### config.mk
export PLATFORM = sky130hd
export DESIGN_NAME = fetch_unit
export DESIGN_NICKNAME = d
export VERILOG_FILES = /design/src/rtl/fetch_unit.sv
export SDC_FILE = /design/constraint.sdc
export NUM_CORES = 1
export LEC_CHECK = 0
export CAP_MARGIN = 0
export CORE_ASPECT_RATIO = 2
export CORE_MARGIN = 3
export CORE_UTILIZATION = 30
export CTS_CLUSTER_DIAMETER = 30
export DETAILED_ROUTE_END_ITERATION = 7
export SLEW_MARGIN = 30
export SYNTH_ARGS = -nofsm -noshare
export SYNTH_HDL_FRONTEND = slang
export SYNTH_SLANG_ARGS = --single-unit
### constraint.sdc
create_clock -name clk -period 1.9 [get_ports clk]
set_input_delay 0.38 -clock clk [delete_from_list [all_inputs] [get_ports clk]]
set_output_delay 0.38 -clock clk [all_outputs]
set_load 0.02 [all_outputs]
### src/rtl/fetch_unit.sv
// fetch_unit: single-outstanding instruction fetch FSM with branch/jump redirect.
// Ports:
//   clk, reset_n                     clock and asynchronous active-low reset
//   branch, branch_target            taken-branch flag and destination
//   jump, jump_target                jump flag and destination (wins over branch)
//   imem_req_valid/addr/ready        instruction-memory request handshake
//   imem_resp_valid/data             instruction-memory response
//   inst_valid/data/pc, inst_ready   instruction handed to decode
module fetch_unit #(
  parameter logic [31:0] RESET_PC = 32'h0000_0000
) (
  input  logic        clk,
  input  logic        reset_n,
  input  logic        branch,
  input  logic [31:0] branch_target,
  input  logic        jump,
  input  logic [31:0] jump_target,
  output logic        imem_req_valid,
  output logic [31:0] imem_req_addr,
  input  logic        imem_req_ready,
  input  logic        imem_resp_valid,
  input  logic [31:0] imem_resp_data,
  output logic        inst_valid,
  output logic [31:0] inst_data,
  output logic [31:0] inst_pc,
  input  logic        inst_ready
);
  typedef enum logic [1:0] {S_FETCH, S_WAIT, S_HOLD} state_t;
  state_t      state, state_n;
  logic [31:0] pc, pc_n, target_raw, target;
  logic        discard, discard_n, load, redirect;
  assign redirect       = branch | jump;
  assign target_raw     = jump ? jump_target : branch_target;
  assign target         = {target_raw[31:2], 2'b00};
  // Request is held off while in reset so it rises only once reset is released.
  assign imem_req_valid = reset_n && state == S_FETCH;
  assign imem_req_addr  = pc;
  assign inst_valid     = state == S_HOLD;
  always_comb begin
    state_n   = state;
    pc_n      = redirect ? target : pc;
    discard_n = discard;
    load      = 1'b0;
    case (state)
      S_FETCH: begin
        if (imem_req_valid && imem_req_ready) begin
          state_n   = S_WAIT;
          discard_n = redirect;
        end
      end
      S_WAIT: begin
        // A redirect coinciding with the response drops it directly, so the
        // discard flag never has to be set for it.
        if (imem_resp_valid) begin
          load      = !(redirect || discard);
          state_n   = load ? S_HOLD : S_FETCH;
          discard_n = 1'b0;
          if (load) pc_n = pc + 32'd4;
        end else if (redirect) begin
          discard_n = 1'b1;
        end
      end
      S_HOLD: begin
        if (redirect || inst_ready) state_n = S_FETCH;
      end
      default: state_n = S_FETCH;
    endcase
  end
  always_ff @(posedge clk or negedge reset_n) begin
    if (!reset_n) begin
      state     <= S_FETCH;
      pc        <= RESET_PC;
      discard   <= 1'b0;
      inst_data <= 32'h0;
      inst_pc   <= 32'h0;
    end else begin
      state   <= state_n;
      pc      <= pc_n;
      discard <= discard_n;
      if (load) begin
        inst_data <= imem_resp_data;
        inst_pc   <= pc;
      end
    end
  end
endmodule

; After elaboration in Yosys (flattened, before gate mapping)
; Index checks and enable logic that the tools add are counted.
[classes]
addsub = 1
n_eq_ne = 6
muxes = 16
bitwise = 1
n_reduce_logical = 9
[op_table]
columns = op, count
row1 = 32-bit two-way mux, 5
row2 = 32-bit by 3-bit adder with 32-bit output (second input constant), 1
row3 = 2-bit two-way mux, 4
row4 = 2-bit case mux with 3 select lines, 1
row5 = 3-bit AND reduction, 2
row6 = 1-bit two-way mux, 5
row7 = 2-bit by 1-bit != test with 1-bit output (second input constant), 2
row8 = 3-bit != test (second input constant), 1
row9 = 2-bit by 1-bit equality test with 1-bit output (second input constant), 1
row10 = 2-bit equality test (second input constant), 1
row11 = 1-bit logical AND, 2
row12 = 2-bit zero test, 1
row13 = 1-bit logical OR, 2
row14 = 2-bit != test (second input constant), 1
row15 = 1-bit case mux with 2 select lines, 1
row16 = 2-bit nonzero test, 1
row17 = 1-bit zero test, 1
row18 = 1-bit bitwise OR, 1
[word_totals]
reg_bits = 99
output_inout_bits = 98
elab_cells = 38

; Longest topological paths before layout
[logic_depth]
depth_word = 5
mapped_depth = 7

; Worst setup path before layout
; No wires, ideal clock.
[synth_timing]
path_kind = register -> register
start = register pc[2], in the netlist imem_req_addr[2]
end = register pc[16], in the netlist imem_req_addr[16]
arrival_ns = 1.773
required_ns = 1.774
slack_ns = 0.001
path_stages_with_launch = 7
n_path_buf = 0
period_less_slack_ns = 1.899
cell_sequence = dfrtp_1 -> ha_1 -> and2_1 -> nand4_2 -> o311ai_1 -> o41ai_1 -> a221o_1
[synth_via]
elab_chain_len = 4
[synth_rtl]
columns = item, line
row1 = "start, declared", 30  ; logic [31:0] pc, pc_n, target_raw, target;
row2 = "start signal, assigned", 78  ; pc <= pc_n;
row3 = 32-bit by 3-bit adder with 32-bit output, 58  ; if (load) pc_n = pc + 32'd4;
row4 = 32-bit two-way mux, 58
row5 = 32-bit two-way mux, 54  ; if (imem_resp_valid) begin
row6 = 32-bit two-way mux, 44  ; case (state)
row7 = net pc_n[16], 30
; The timed path passes the listed nets, and every way through them passes these cells.
; A chain may end at the register's enable or synchronous reset.

; Worst setup path in the final report
[layout_timing]
start = register pc[25], in the netlist imem_req_addr[25]
end = output port imem_req_addr[25]
[layout_rtl]
columns = item, line
row1 = "end, declared", 19  ; output logic [31:0] imem_req_addr,
; No word-level cell between the ends.

==> flow_metrics.py <==
metrics = {
    "status": {
        "status": "finished clean",
    },
    "critical_path": {
        "critical-path-top-delay-family": "buffers and inverters",
        "endpoint_kind": "output port",
        "crit_fanout": 6,
        "rrSetupSlack_ns": 0.14,
        "path_cells": "clkdlybuf4s50_1",
        "criticalPathCategory": "register to output port",
        "startpoint": "imem_req_addr[25]$_DFF_PN0_",
        "slowest_delay_ns": 0.68,
        "path_buf_inv": 1,
        "worstReg2RegStart": "imem_req_addr[2]$_DFF_PN0_",
        "arrival_ns": 1.48,
        "reg2reg_depth": 6,
        "path_depth": 1,
        "slowest_stage": "clkdlybuf4s50_1",
        "required_ns": 1.52,
        "crit_path_start_kind": "register",
        "rr_endpoint": "imem_req_addr[16]$_DFF_PN0_",
        "crit_path_end": "imem_req_addr[25]",
    },
    "clock_network": {
        "insertion_delay_ns": 0.34,
        "cts.clk_slew.worst_paths_ns": 0.07,
        "numCtsBuffers": 9,
        "clockBufferDepth": 2,
        "cts_sinks": 99,
        "postCtsSetupRepairBufs": 0,
        "clock-root-buffer": "clkbuf_16",
        "cts_tree": "built",
        "htreeDepth": 3,
    },
    "power": {
        "powerDensity_mw_per_mm2": 1000,
        "ir_drop_uv": 454.7,
        "finalPower_uw": 7647,
        "leakagePower_uw": 0.003479,
    },
    "layout": {
        "multi_input_area_mm2": 0.002053,
        "nNetsFinal": 869,
        "nFillCells": 1432,
        "area_growth_pct": 64.05,
        "drive_gt1_share_pct": 11.95,
        "final_util_pct": 50.79,
        "ff_latch_area_mm2": 0.002477,
        "n_antenna_cell": 0,
    },
    "flow_run": {
        "drv_cap": 0,
    },
    "synth": {
        "synth_edf_count": 0,
        "synthFlopType": "dfrtp_1",
        "yosys_warnings": 0,
        "ys_seq_elements": 99,
        "ys_types": 45,
        "synth_area_leader_cell": "dfrtp_1",
        "synth_area_mm2": 0.004661,
        "synth.most_common_cell": "nand2_1",
        "synth_top_cells_by_count": "nand2_1 (208), dfrtp_1 (99), clkbuf_1 (25)",
        "netlist_instances": 524,
        "synthArstFlopShare_pct": 100.0,
        "ys_top_cells_by_area": "dfrtp_1 (53%), nand2_1 (17%), xnor2_1 (3.9%)",
        "ys_seq_area_share_pct": 53.15,
        "syn_nets": 628,
        "synth_top_area_share_pct": 53.15,
        "synth.avg_cell_area_um2": 8.895,
    },
    "grt": {
        "antenna_found_initial": 0,
        "overflow": 0,
        "grt_max_degree": 102,
        "grt_usage_pct": 19.19,
        "grt_pass1_wl_um": 25350,
        "first_global_vias": 4892,
    },
    "die": {
        "io_pins": 201,
        "die-area_mm2": 0.01716,
        "num_rows": 63,
        "core-area_mm2": 0.01506,
        "die_w_um": 94.14,
        "start_util_pct": 30.96,
        "die_height_um": 182.3,
    },
    "detailed_routing": {
        "vias_per_cell": 4.787,
        "drc": 0,
        "postRouteAntennaNets": 0,
        "via_count": 4619,
        "firstDrtPassIters": 4,
        "drt_iter0_drc": 178,
        "post_drt_wl_per_cell_um": 16.75,
        "wl_um": 16160,
    },
    "sta": {
        "setup_slack_ns": 0.03839,
        "finalSetupTns_ns": 0,
        "setup_violations": 0,
        "slew_viol_final": 0,
        "rsz0062_at_grt": "no",
        "fin_crit_sh_pct": 97.98,
        "skew_ns": 0.007721,
        "period_needed_ns": 1.862,
        "hold_viol": 0,
        "slew_headroom_pct": 61.53,
        "whs_ns": 0.1265,
        "worstMarginPinSlew_ns": 0.5771,
        "max_freq_mhz": 537.2,
    },
    "placement": {
        "hpwl_um": 12630,
        "pre_cts_ws_ns": -0.1243,
        "io_buffer_count": 196,
        "gp_congestion": 0.8631,
    },
    "min_path": {
        "hp-class": "input pin to asynchronous set/reset pin",
    },
}
## metal layers
layer / share of wire [%] / vias up / track usage, %
li1: - / 2230 / -
met1: 35 / 2204 / 19.77
met2: 56 / 151 / 36.23
met3: 3.8 / 34 / 2.970
met4: 4.5 / 0 / 9.664
met5: 0 / - / 0
## worst register-to-register path: stages (launching register included)
cell	delay, ns
dfrtp_1	0.36
ha_1	0.20
and2_1	0.19
nand4_2	0.21
o311ai_1	0.29
o41ai_1	0.13
a221o_1	0.27
## where the power goes
part           internal [uW]  switching, uW  total (uW)
sequential              2630            314        2940
combinational           1430           1460        2890
clock                    955            857        1810
total                   5010           2630        7650
## state kept, by name, summed over array words and instances, names as in the netlist
signal and count:
inst_data 32, discard 1, imem_req_addr 32, inst_pc 32
state 2
## logic make-up after synthesis
| group | synth area share [%] |
|---|---|
| XOR/XNOR | 5.074 |
| flip-flops | 53.15 |
| AND/OR/NAND/NOR | 26.12 |
| buffers and inverters | 3.248 |
| AO/OA/AOI/OAI | 9.316 |
| multiplexers | 2.819 |
| adder cells (fa/ha/maj) | 0.2684 |
## through the flow
stage               std cells  cell area, um^2
floorplan                 524             4661
global route              965             7646
global placement          949             7338
finish                    965             7646
CTS                       965             7627
detailed placement        949             7338
## how the worst min path moves through the flow
stage | endpoint | cells after the start | startpoint | slack, ns
after floorplan | discard$_DFFE_PN0P_ | 0 | reset_n | 0.08
after global placement | inst_data[21]$_DFFE_PN0P_ | 2 | inst_data[21]$_DFFE_PN0P_ | 0.46
after detailed placement | inst_pc[24]$_DFFE_PN0P_ | 2 | inst_pc[24]$_DFFE_PN0P_ | 0.46
after CTS | inst_pc[23]$_DFFE_PN0P_ | 2 | reset_n | 0.18
after global routing | inst_pc[29]$_DFFE_PN0P_ | 2 | reset_n | 0.20
final | inst_pc[28]$_DFFE_PN0P_ | 2 | reset_n | 0.13
## repair_timing
item,CTS,global route
pin swaps,0,0
gates resized for setup,5,6
gates cloned,0,0
endpoints found under the setup margin,5,6
hold buffers,0,0
## cell type report
cell class                 count  area share (%)
timing repair buffer         261           33.40
sequential                    99           32.40
multi-input combinational    388           26.85
tap                          195           3.191
clock buffer                  10           3.126
clock inverter                 6          0.7364
inverter                       6          0.2946
## cell usage in the layout, fill, tap and decap left out, types with 3 or more instances in the layout
master	synthesis	routed
nand3_1	6	6
o22ai_1	9	9
a21oi_1	20	20
and2_1	4	4
nand4_1	9	9
nor3_1	8	8
buf_12	0	8
dlygate4sd2_1	0	5
inv_1	5	5
a211oi_1	6	6
dfrtp_1	99	99
buf_4	0	58
o21ai_1	18	18
o211ai_1	6	6
nor2b_1	4	4
nor4_1	5	4
dlymetal6s2s_1	0	5
nor4_2	2	3
a22oi_1	5	5
clkbuf_16	0	9
xnor2_1	21	21
xor2_1	6	6
mux2i_1	12	12
clkdlybuf4s50_1	0	185
and3_1	3	3
nand2_1	208	207
nor2_1	13	12
Note: power is estimated with default switching activity, not from simulation.
